<file path="config.mk">
export PLATFORM = sky130hd
export DESIGN_NAME = ssd_capture_decoder_flat
export DESIGN_NICKNAME = d
export VERILOG_FILES = /design/src/rtl/ssd_capture_decoder_if.sv /design/src/rtl/ssd_capture_decoder.sv /design/src/flat_wrapper.sv
export SDC_FILE = /design/constraint.sdc
export NUM_CORES = 1
export LEC_CHECK = 0
export CORE_MARGIN = 10
export CORE_UTILIZATION = 51
export CTS_CLUSTER_SIZE = 8
export DETAILED_ROUTE_END_ITERATION = 10
export PLACE_DENSITY = 0.72
export SYNTH_ARGS = -nofsm -noshare
export SYNTH_HDL_FRONTEND = slang
export SYNTH_SLANG_ARGS = --single-unit
</file>
<file path="constraint.sdc">
create_clock -name clk -period 4 [get_ports clk]
set_input_delay 0.6 -clock clk [delete_from_list [all_inputs] [get_ports clk]]
set_output_delay 0.6 -clock clk [all_outputs]
set_load 0.05 [all_outputs]
</file>
<file path="src/rtl/ssd_capture_decoder_if.sv">
// Bus between a seven-segment display tap and the capture decoder: raw pins in,
// per-position readback and status out.
interface ssd_capture_decoder_if;
  logic [3:0] anode;
  logic [6:0] cathode;
  logic [1:0] rd_sel;
  logic [2:0] rd_digit;
  logic       rd_valid;
  logic       frame_done;
  logic       err_pattern;
  logic       err_anode;
  logic       err_clr;

  modport master (
    output anode,
    output cathode,
    output rd_sel,
    output err_clr,
    input  rd_digit,
    input  rd_valid,
    input  frame_done,
    input  err_pattern,
    input  err_anode
  );

  modport slave (
    input  anode,
    input  cathode,
    input  rd_sel,
    input  err_clr,
    output rd_digit,
    output rd_valid,
    output frame_done,
    output err_pattern,
    output err_anode
  );
endinterface

</file>
<file path="src/rtl/ssd_capture_decoder.sv">
// Captures digits 0..7 from a multiplexed, active-low 4-digit seven-segment display
// by synchronizing the pins, waiting for a stable window, and decoding anode/cathode.
module ssd_capture_decoder #(
  parameter int unsigned STABLE_CYCLES = 16
) (
  input  logic                 clk,
  input  logic                 reset,
  ssd_capture_decoder_if.slave bus
);

  localparam int unsigned AN_W   = 4;
  localparam int unsigned CA_W   = 7;
  localparam int unsigned SYNC_W = AN_W + CA_W;
  localparam int unsigned CNT_W  = 8;
  localparam int unsigned POS_N  = 4;
  localparam int unsigned DIG_W  = 3;
  localparam int unsigned POS_W  = 2;

  localparam logic [CNT_W-1:0]  CNT_MAX  = CNT_W'(STABLE_CYCLES);
  localparam logic [CNT_W-1:0]  CNT_ARM  = CNT_W'(STABLE_CYCLES - 1);
  localparam logic [SYNC_W-1:0] SYNC_RST = {SYNC_W{1'b1}};
  localparam logic [POS_N-1:0]  SEEN_ALL = {POS_N{1'b1}};

  // Pin synchronizer, previous-cycle copy and stability counter
  logic [SYNC_W-1:0] sync1_q, sync1_d;
  logic [SYNC_W-1:0] sync2_q, sync2_d;
  logic [SYNC_W-1:0] prev_q,  prev_d;
  logic [CNT_W-1:0]  cnt_q,   cnt_d;

  // Captured state
  logic [POS_N-1:0][DIG_W-1:0] digit_q, digit_d;
  logic [POS_N-1:0]            seen_q,  seen_d;
  logic                        frame_done_q, frame_done_d;
  logic                        err_pattern_q, err_pattern_d;
  logic                        err_anode_q,   err_anode_d;

  // Combinational decode of the synchronized sample
  logic [AN_W-1:0]  s_anode;
  logic [CA_W-1:0]  s_cathode;
  logic             changed;
  logic             capture;
  logic             pos_vld;
  logic             anode_blank;
  logic [POS_W-1:0] pos;
  logic             pat_ok;
  logic [DIG_W-1:0] pat_digit;

  assign s_anode   = sync2_q[SYNC_W-1:CA_W];
  assign s_cathode = sync2_q[CA_W-1:0];

  // Anode: exactly one line low selects a position; all high is a blanking slot
  always_comb begin
    pos_vld     = 1'b0;
    anode_blank = 1'b0;
    pos         = '0;
    case (s_anode)
      4'b0111: begin pos_vld = 1'b1; pos = 2'd0; end
      4'b1011: begin pos_vld = 1'b1; pos = 2'd1; end
      4'b1101: begin pos_vld = 1'b1; pos = 2'd2; end
      4'b1110: begin pos_vld = 1'b1; pos = 2'd3; end
      4'b1111: anode_blank = 1'b1;
      default: ;
    endcase
  end

  // Cathode {a..g}, active-low: only glyphs 0..7 are recognized
  always_comb begin
    pat_ok    = 1'b1;
    pat_digit = '0;
    case (s_cathode)
      7'b0000001: pat_digit = 3'd0;
      7'b1001111: pat_digit = 3'd1;
      7'b0010010: pat_digit = 3'd2;
      7'b0000110: pat_digit = 3'd3;
      7'b1001100: pat_digit = 3'd4;
      7'b0100100: pat_digit = 3'd5;
      7'b0100000: pat_digit = 3'd6;
      7'b0001111: pat_digit = 3'd7;
      default:    pat_ok    = 1'b0;
    endcase
  end

  // Next-state logic
  always_comb begin
    sync1_d       = {bus.anode, bus.cathode};
    sync2_d       = sync1_q;
    prev_d        = sync2_q;
    cnt_d         = cnt_q;
    digit_d       = digit_q;
    seen_d        = seen_q;
    frame_done_d  = 1'b0;
    err_pattern_d = err_pattern_q & ~bus.err_clr;
    err_anode_d   = err_anode_q & ~bus.err_clr;

    changed = (sync2_q != prev_q);
    // Fires on the single edge where the counter steps ARM -> MAX
    capture = !changed && (cnt_q == CNT_ARM);

    if (changed) begin
      cnt_d = '0;
    end else if (cnt_q != CNT_MAX) begin
      cnt_d = cnt_q + CNT_W'(1);
    end

    // A completed frame announces itself one cycle later and restarts collection
    if (seen_q == SEEN_ALL) begin
      frame_done_d = 1'b1;
      seen_d       = '0;
    end

    if (capture) begin
      if (pos_vld) begin
        if (pat_ok) begin
          digit_d[pos] = pat_digit;
          seen_d[pos]  = 1'b1;
        end else begin
          err_pattern_d = 1'b1;
        end
      end else if (!anode_blank) begin
        err_anode_d = 1'b1;
      end
    end
  end

  // State registers
  always_ff @(posedge clk) begin
    if (reset) begin
      sync1_q       <= SYNC_RST;
      sync2_q       <= SYNC_RST;
      prev_q        <= SYNC_RST;
      cnt_q         <= '0;
      digit_q       <= '0;
      seen_q        <= '0;
      frame_done_q  <= 1'b0;
      err_pattern_q <= 1'b0;
      err_anode_q   <= 1'b0;
    end else begin
      sync1_q       <= sync1_d;
      sync2_q       <= sync2_d;
      prev_q        <= prev_d;
      cnt_q         <= cnt_d;
      digit_q       <= digit_d;
      seen_q        <= seen_d;
      frame_done_q  <= frame_done_d;
      err_pattern_q <= err_pattern_d;
      err_anode_q   <= err_anode_d;
    end
  end

  // Readback mux is combinational from the registers
  assign bus.rd_digit    = digit_q[bus.rd_sel];
  assign bus.rd_valid    = seen_q[bus.rd_sel];
  assign bus.frame_done  = frame_done_q;
  assign bus.err_pattern = err_pattern_q;
  assign bus.err_anode   = err_anode_q;

endmodule
</file>
<file path="src/flat_wrapper.sv">
// flat-port wrapper written by rule: the top's interface ports become plain ports
module ssd_capture_decoder_flat 
#(
  parameter int unsigned STABLE_CYCLES = 16
)
  (clk, reset, bus_anode, bus_cathode, bus_rd_sel, bus_err_clr, bus_rd_digit, bus_rd_valid, bus_frame_done, bus_err_pattern, bus_err_anode);
  ssd_capture_decoder_if bus_i ();
  input  logic clk;
  input  logic reset;
  input wire logic [$bits(bus_i.anode)-1:0] bus_anode;
  input wire logic [$bits(bus_i.cathode)-1:0] bus_cathode;
  input wire logic [$bits(bus_i.rd_sel)-1:0] bus_rd_sel;
  input wire logic [$bits(bus_i.err_clr)-1:0] bus_err_clr;
  output wire logic [$bits(bus_i.rd_digit)-1:0] bus_rd_digit;
  output wire logic [$bits(bus_i.rd_valid)-1:0] bus_rd_valid;
  output wire logic [$bits(bus_i.frame_done)-1:0] bus_frame_done;
  output wire logic [$bits(bus_i.err_pattern)-1:0] bus_err_pattern;
  output wire logic [$bits(bus_i.err_anode)-1:0] bus_err_anode;
  assign bus_i.anode = bus_anode;
  assign bus_i.cathode = bus_cathode;
  assign bus_i.rd_sel = bus_rd_sel;
  assign bus_i.err_clr = bus_err_clr;
  assign bus_rd_digit = bus_i.rd_digit;
  assign bus_rd_valid = bus_i.rd_valid;
  assign bus_frame_done = bus_i.frame_done;
  assign bus_err_pattern = bus_i.err_pattern;
  assign bus_err_anode = bus_i.err_anode;
  ssd_capture_decoder #(.STABLE_CYCLES(STABLE_CYCLES)) u_core (.clk(clk), .reset(reset), .bus(bus_i));
endmodule
</file>
==> impl_metrics.tcl, run 1 <==
set metrics [dict create \
    drive_gt1_share_pct 21.19 \
    syn2layout_area_growth_pct 16.86 \
    drv_slew 0 \
    ys_types 41 \
    syn_avg_cell_area_um2 10.06 \
    vdd_drop_max_mv 0.2603 \
    fin_crit_ns 3.091 \
    h-tree-depth 3 \
    drt_iter0_markers 58 \
    fin_crit_sh_pct 77.27 \
    grt_pass1_vias 1687 \
    wl_um 4288 \
    ant_nets 0 \
    cts_resized 0 \
    worst_ep_required_time_ns 3.40 \
    ys_seq_elements 60 \
    layout_setup_ws_ns 0.9094 \
    pre_cts_ws_ns 0.8846 \
    die_area_um2 8087 \
    initial_core_util_pct 52.79 \
    cp_max_fo 4 \
    synth_top_area_share_pct 48.17 \
    vias_per_cell 4.932 \
    timing.fmax_mhz 323.6 \
    io_pins 23 \
    synth_warnings 0 \
    p_leak_nw 1.067 \
    clk_path_buf_depth 2 \
    synth_fp_nets 266 \
    num-nets-final 284 \
    grt_use_met1_pct 12.33 \
    fin_skew_ns 0.003882 \
    grt_setup_unrepaired "no" \
    cts_buffers 9 \
    power_density_nw_per_um2 417.4 \
    met3_usage_pct 5.569 \
    groute.usage.overall_pct 11.22 \
    drv_cap 0 \
    setup_tns_ns 0 \
    gr-usage-met2_pct 18.16 \
    status "completed" \
    max_slew_margin_pct 51.06 \
    drtPass1Iterations 7 \
    cts_tree "yes" \
    gp_congestion 0.7973 \
    crit_type "in2out" \
    routedWlPerCell_um 12.76 \
    vias 1657 \
    diodes 0 \
    ys_dominant_reg_cell "dfxtp_1" \
    num_rows 25 \
    port_buffers 22 \
    final_common_cell "dfxtp_1" \
    cts.sinks 60 \
    layout_common_cells "60 x dfxtp_1, 33 x or2_2, 22 x clkdlybuf4s50_1" \
    hold_violations 0 \
    grt_pass1_wl_um 7452 \
    root_buffer "clkbuf_8" \
    route.detailed.drc 0 \
    async_flop_share_pct 0 \
    synth_area_um2 2494 \
    synthCells 248 \
    synth_edf_count 0 \
    grt_max_degree 54 \
    hold_ws_ns 0.4031 \
    cts-hold-fix-buffers 0 \
    dp_hpwl_um 2997 \
    ys_seq_area_share_pct 48.17 \
    postCtsSetupRepairBufs 0 \
    endpoint_kind "output pin" \
    core_area_um2 4723 \
    cts.clk_slew.worst_paths_ns 0.06 \
    setup_violations 0 \
    cp.arrival_ns 2.49 \
    top_usage_layer "met2" \
    die_y_um 89.93 \
    worst_pin_slew_ns 0.7278 \
    hp-class "reg2reg" \
    start_kind "primary input" \
    clock_latency_ns 0.33 \
    die-width_um 89.93 \
    synthTopCellsByArea "dfxtp_1 48%, or2_2 8.3%, xnor2_1 6.0%" \
    grt-ovfl-total 0 \
    yosysTopAreaCell "dfxtp_1" \
    antenna_found_initial 0 \
]
cells by family (layout without fill, tap and decap cells):
kind of cell / Yosys count / count (layout) / share of synthesized area, %
buffers and inverters: 23 / 44 / 4.315
and+or+nand+nor: 104 / 104 / 25.49
muxes: 12 / 12 / 6.824
adders and majority gates: 2 / 2 / 1.003
DFF: 60 / 60 / 48.17
xor gates and xnor gates: 21 / 21 / 7.376
AOI/OAI and AO/OA: 26 / 26 / 6.824
final timing paths:
check                    startpoint                end  slack [ns]  depth (start not counted)
setup / recovery      bus_rd_sel[0]    bus_rd_digit[1]        0.91                          3
hold / removal    u_core.sync1_q[6]   u_core.prev_d[6]        0.40                          1
setup reg to reg    u_core.cnt_q[5]  u_core.digit_q[5]        1.74                          5
hold reg to reg   u_core.sync1_q[6]   u_core.prev_d[6]        0.40                          1
per-stage QoR:
stage               cell area, µm²  power [W]  std cells  utilization, %
global placement              2724  0.0007020        322           57.67
detailed placement            2724  0.0007037        322           57.67
global route                  2914   0.001263        336           61.70
floorplan                     2494  0.0006815        248               -
finish                        2914   0.001216        336           61.70
CTS                           2914   0.001230        336           61.70
per-layer routing:
metal,wire length (µm),share of wire [%],vias to the layer above
li1,-,-,874
met4,51,1.2,0
met5,0,0,-
met3,191,4.5,4
met2,1979,46,32
met1,2067,48,747
flip-flops by register name, summed over array words and instances, names as in the netlist:
register and flops:
u_core.sync1_q 11, u_core.bus.frame_done 1, u_core.seen_q 4, u_core.cnt_q 8, u_core.prev_q 11, u_core.bus.err_pattern 1, u_core.bus.err_anode 1, u_core.digit_q 12
u_core.prev_d 11
synthesized netlist by cell type, types with 6 or more instances:
master	instances
dfxtp_1	60
or2_2	33
clkbuf_1	11
mux2i_1	8
nor2_1	13
nand3_1	6
nand2_1	13
xnor2_1	17
inv_1	7
nand2b_1	15
a21oi_1	11
layout make-up:
cell class                      count  area (µm²)
Fill cell                         414        1809
Tap cell                           67       83.83
Timing Repair Buffer               23       227.7
Multi-Input combinational cell    165        1185
Clock buffer                       12       155.1
Inverter                            7       26.28
Clock inverter                      2       35.03
Sequential cell                    60        1201
critical path, cell delays in order:
cell and delay (ns):
clkdlybuf4s50_1 0.63, mux4_2 0.54, clkdlybuf4s50_1 0.72
power breakdown:
part	total, W	switching, W	internal (W)
Sequential	0.000625	0.0000135	0.000612
Combinational	0.0000642	0.0000261	0.0000382
Clock	0.000527	0.000213	0.000314
(Power assumes the default switching activity.)
==> run 2: changes to the inputs <==
--- a/config.mk
+++ b/config.mk
@@ -9,7 +9,7 @@
 export CORE_UTILIZATION = 51
 export CTS_CLUSTER_SIZE = 8
 export DETAILED_ROUTE_END_ITERATION = 10
-export PLACE_DENSITY = 0.72
+export PLACE_DENSITY = 0.75
 export SYNTH_ARGS = -nofsm -noshare
 export SYNTH_HDL_FRONTEND = slang
 export SYNTH_SLANG_ARGS = --single-unit
==> constraint.sdc (replaced) <==
create_clock -name clk -period 2.8 [get_ports clk]
set_input_delay 0.42 -clock clk [delete_from_list [all_inputs] [get_ports clk]]
set_output_delay 0.42 -clock clk [all_outputs]
set_load 0.05 [all_outputs]
==> run 2 against run 1 <==
Against the previous run: via count is 1.9% higher; critical path depth is the same; register-to-register slack got worse by 1.1 ns; clock skew about the same; sequential cell count is the same; clock power up 49%; core utilization up 0.21 points; first-iteration DRC count up 76%; sequential share of layout area fell by 0.14 points; clock-buffer cell count did not move; global-route usage rose by 0.48 points; wire length rose by 2.5%; largest power group unchanged; highest routed layer unchanged.
==> impl_metrics.tcl, run 2 (same netlist as run 1, synthesis figures left out) <==
set metrics [dict create \
    status "completed" \
    drive_gt1_share_pct 23.53 \
    worst_ep_required_time_ns 2.38 \
    diodes 0 \
    min_path_cells 1 \
    p_leak_nw 1.085 \
    die_area_um2 8087 \
    drtPass1Iterations 4 \
    max_slew_margin_pct 62.34 \
    ant_nets 0 \
    gp_congestion 0.8029 \
    final_common_cell "dfxtp_1" \
    fillers 407 \
    layout_common_cells "60 x dfxtp_1, 33 x or2_2, 18 x clkdlybuf4s50_1" \
    endpoint_kind "output pin" \
    route.detailed.drc 0 \
    cts.sinks 60 \
    final_cells 339 \
    setup_violations 0 \
    regMostFlops "u_core.digit_q" \
    holdCritStartpoint "u_core.sync1_q[9]" \
    cts.clk_slew.worst_paths_ns 0.06 \
    fin_crit_sh_pct 79.30 \
    core_area_um2 4723 \
    power_density_nw_per_um2 605.3 \
    worst_pin_slew_ns 0.5625 \
    grt_pass1_vias 1694 \
    routedWlPerCell_um 12.96 \
    grt_pass1_wl_um 7790 \
    reg2reg_depth 5 \
    multiInputGateArea_um2 1185 \
    drv_cap 0 \
    cts_tree "yes" \
    grt_max_degree 54 \
    dp_hpwl_um 3012 \
    worstSetupStartpoint "bus_rd_sel[0]" \
    die_y_um 89.93 \
    syn2layout_area_growth_pct 17.26 \
    fin_crit_ns 2.220 \
    postCtsSetupRepairBufs 0 \
    worst_r2r_startpoint "u_core.cnt_q[5]" \
    groute.usage.overall_pct 11.70 \
    r2r_slack_ns 0.60 \
    die-width_um 89.93 \
    io_pins 23 \
    fin_skew_ns 0.004169 \
    vdd_drop_max_mv 0.4261 \
    h-tree-depth 3 \
    grt-ovfl-total 0 \
    clk_path_buf_depth 2 \
    hp-class "reg2reg" \
    drv_slew 0 \
    wl_um 4394 \
    finalInstanceArea_um2 2924 \
    port_buffers 22 \
    power.total_w 0.001770 \
    root_buffer "clkbuf_8" \
    num_rows 25 \
    cts_buffers 9 \
    largest_register_ff_count 12 \
    initial_core_util_pct 52.79 \
    dp.cells 323 \
    timing.fmax_mhz 450.4 \
    antenna_found_initial 0 \
    cts_resized 0 \
    hold_violations 0 \
    setup_tns_ns 0 \
    num-nets-final 285 \
    cts-hold-fix-buffers 0 \
    start_kind "primary input" \
    crit_type "in2out" \
    drt_iter0_markers 102 \
    vias_per_cell 4.979 \
    cp.arrival_ns 1.80 \
    vias 1688 \
    dpl_cell_area_um2 2721 \
    clock_latency_ns 0.34 \
    grt_setup_unrepaired "no" \
    cp_max_fo 4 \
    regArea_um2 1201 \
]
==> run 2: changes by cell type in the layout (fill, tap and decap cells not counted) <==
cell / before / now
clkinv_2: 1 / 2
clkdlybuf4s50_1: 22 / 18
buf_4: 1 / 6
clkinvlp_4: 0 / 1
==> run 2: layout make-up <==
cell class,instances,share of cell area [%]
Inverter,7,0.8986
Clock buffer,12,5.306
Clock inverter,4,1.626
Tap cell,67,2.867
Sequential cell,60,41.08
Timing Repair Buffer,24,7.702
Multi-Input combinational cell,165,40.52
==> run 2: layer usage <==
metal	vias to the layer above	global-route usage (%)	wire, µm
met1	767	14.08	2126
met5	-	0	0
met4	0	5.570	72
met2	38	17.25	1973
li1	875	-	-
met3	8	5.403	222
==> run 2: power breakdown <==
group          total [W]  switching, W  leakage, nW  internal (W)
clock           0.000783      0.000327        0.102      0.000456
combinational  0.0000940     0.0000394        0.492     0.0000547
sequential      0.000892     0.0000189        0.490      0.000874
total            0.00177      0.000385         1.08       0.00138
==> run 2: worst paths after layout <==
check	to
worst max-delay path	bus_rd_valid
worst min-delay path	u_core.prev_d[9]
worst min register to register	u_core.prev_d[9]
worst max register to register	u_core.digit_q[8]
==> run 2: worst max-delay path: stages <==
cell and delay, ns:
clkdlybuf4s50_1 0.63, mux4_2 0.54, buf_4 0.20
==> run 2: through the flow <==
step | worst slack (ns) | util (%) | hold WS [ns]
finish | 0.5797 | 61.91 | 0.4071
CTS | 0.5708 | 61.91 | 0.4078
global route | 0.4051 | 61.91 | 0.4274
floorplan | 0.7557 | - | 0.3895
detailed placement | 0.5719 | 57.62 | 0.3923
global placement | 0.5769 | 57.62 | 0.3911
==> run 3: changes to the inputs <==
==> constraint.sdc (replaced) <==
create_clock -name clk -period 1.9 [get_ports clk]
set_input_delay 0.285 -clock clk [delete_from_list [all_inputs] [get_ports clk]]
set_output_delay 0.285 -clock clk [all_outputs]
set_load 0.05 [all_outputs]
==> run 3 against run 2 <==
Against the previous run: the run now ends with negative setup slack left; cell count rose by 8.0%; combinational power increased by 83%; highest routed layer unchanged; via count up 7.5%; non-clock buffer count rose by 27; largest power group unchanged; worst setup slack got worse by 0.78 ns; sequential share of layout area down 3.4 points.
==> impl_metrics.tcl, run 3 (same netlist as run 1, synthesis figures left out) <==
set metrics [dict create \
    die_area_um2 8087 \
    port_buffers 22 \
    io_pins 23 \
    vdd_drop_max_mv 0.5685 \
    timing.fmax_mhz 476.9 \
    dp.cells 345 \
    start_kind "register" \
    final_common_cell "dfxtp_1" \
    final_core_util_pct 67.76 \
    status "complete, but fails checks" \
    drv_cap 0 \
    final_cells 366 \
    grt_use_met1_pct 14.19 \
    cts_tree "yes" \
    groute.usage.overall_pct 12.36 \
    grt_pass1_wl_um 8252 \
    gr-usage-met2_pct 19.55 \
    power_density_nw_per_um2 847.4 \
    h-tree-depth 3 \
    core_area_um2 4723 \
    grt_setup_unrepaired "yes" \
    diodes 0 \
    largest_register_ff_count 12 \
    setup_violations 16 \
    cp.arrival_ns 2.32 \
    num_rows 25 \
    die-width_um 89.93 \
    cts.sinks 60 \
    gp_congestion 0.7905 \
    clk_path_buf_depth 2 \
    cp_max_fo 5 \
    hp-class "reg2reg" \
    dp_hpwl_um 3309 \
    route.detailed.drc 0 \
    min_path_cells 1 \
    layout_common_cells "55 x dfxtp_1, 33 x or2_2, 32 x buf_4" \
    worst_pin_slew_ns 0.4953 \
    vias 1815 \
    die_y_um 89.93 \
    fin_crit_ns 2.097 \
    root_buffer "clkbuf_8" \
    initial_core_util_pct 52.79 \
    ant_nets 0 \
    pre_cts_ws_ns -0.1755 \
    layout_setup_ws_ns -0.1967 \
    cts_buffers 9 \
    syn2layout_area_growth_pct 28.35 \
    worst_ep_required_time_ns 2.12 \
    max_slew_margin_pct 66.88 \
    hold_ws_ns 0.4090 \
    crit_type "reg2reg" \
    antenna_found_initial 0 \
    fin_crit_sh_pct 110.4 \
    vias_per_cell 4.959 \
    grt_max_degree 54 \
    regMostFlops "u_core.digit_q" \
    drv_slew 0 \
    cts-hold-fix-buffers 0 \
    clock_latency_ns 0.34 \
    endpoint_kind "register" \
    violations "negative setup slack" \
    grt_pass1_vias 1831 \
    dpl_cell_area_um2 2913 \
    drive_gt1_share_pct 34.78 \
    routedWlPerCell_um 12.91 \
    hold_violations 0 \
    finalInstanceArea_um2 3201 \
    top_usage_layer "met2" \
    p_leak_nw 1.226 \
    reg2reg_depth 8 \
    drtPass1Iterations 4 \
    met3_usage_pct 5.237 \
    drt_iter0_markers 130 \
    cts.clk_slew.worst_paths_ns 0.07 \
    num-nets-final 312 \
    fin_skew_ns 0.01042 \
    wl_um 4725 \
    grt-ovfl-total 0 \
]
run 3: layout make-up:
| class | count | area (µm²) |
|---|---|---|
| Timing Repair Buffer | 51 | 439.2 |
| Clock buffer | 9 | 123.9 |
| Fill cell | 372 | 1523 |
| Tap cell | 67 | 83.83 |
| Clock inverter | 7 | 91.34 |
| Multi-Input combinational cell | 165 | 1229 |
| Sequential cell | 60 | 1207 |
| Inverter | 7 | 26.28 |
run 3: where the power goes:
group	total, W	switching (W)	internal, W
clock	0.00124	0.000504	0.000732
sequential	0.00130	0.0000165	0.00129
combinational	0.000172	0.0000755	0.0000962
total	0.00271	0.000596	0.00212
run 3: timing repair:
item,in CTS,in global routing
resized for setup,5,6
pin swaps,3,4
buffers inserted,2,3
setup endpoints to repair,19,19
endpoints found under the hold margin,0,0
run 3: routing by layer:
layer	vias to the layer above	routed length, µm
met3	10	225
li1	937	-
met1	834	2157
met5	-	0
met2	34	2249
met4	0	93
run 3: per-stage QoR:
step / TNS (ns) / power [W]
floorplan: -0.1192 / 0.001436
global placement: -0.7121 / 0.001501
detailed placement: -1.243 / 0.001505
CTS: -0.7772 / 0.002743
global route: -2.700 / 0.002839
finish: -1.620 / 0.002712
run 3: path summary, 6_finish.rpt:
path | startpoint | to | slack (ns)
worst max-delay path | u_core.cnt_q[7] | u_core.digit_q[7] | -0.20
worst min-delay path | u_core.sync1_q[2] | u_core.prev_d[2] | 0.41
worst max register to register | u_core.cnt_q[7] | u_core.digit_q[7] | -0.20
worst min register to register | u_core.sync1_q[2] | u_core.prev_d[2] | 0.41
run 3: critical path, stage by stage (launching register included):
cell and delay [ns]:
dfxtp_2 0.32, or3_4 0.38, or3_4 0.36, nor4_4 0.21, buf_4 0.18, buf_4 0.11
o211ai_1 0.12, buf_4 0.19, mux2i_1 0.11
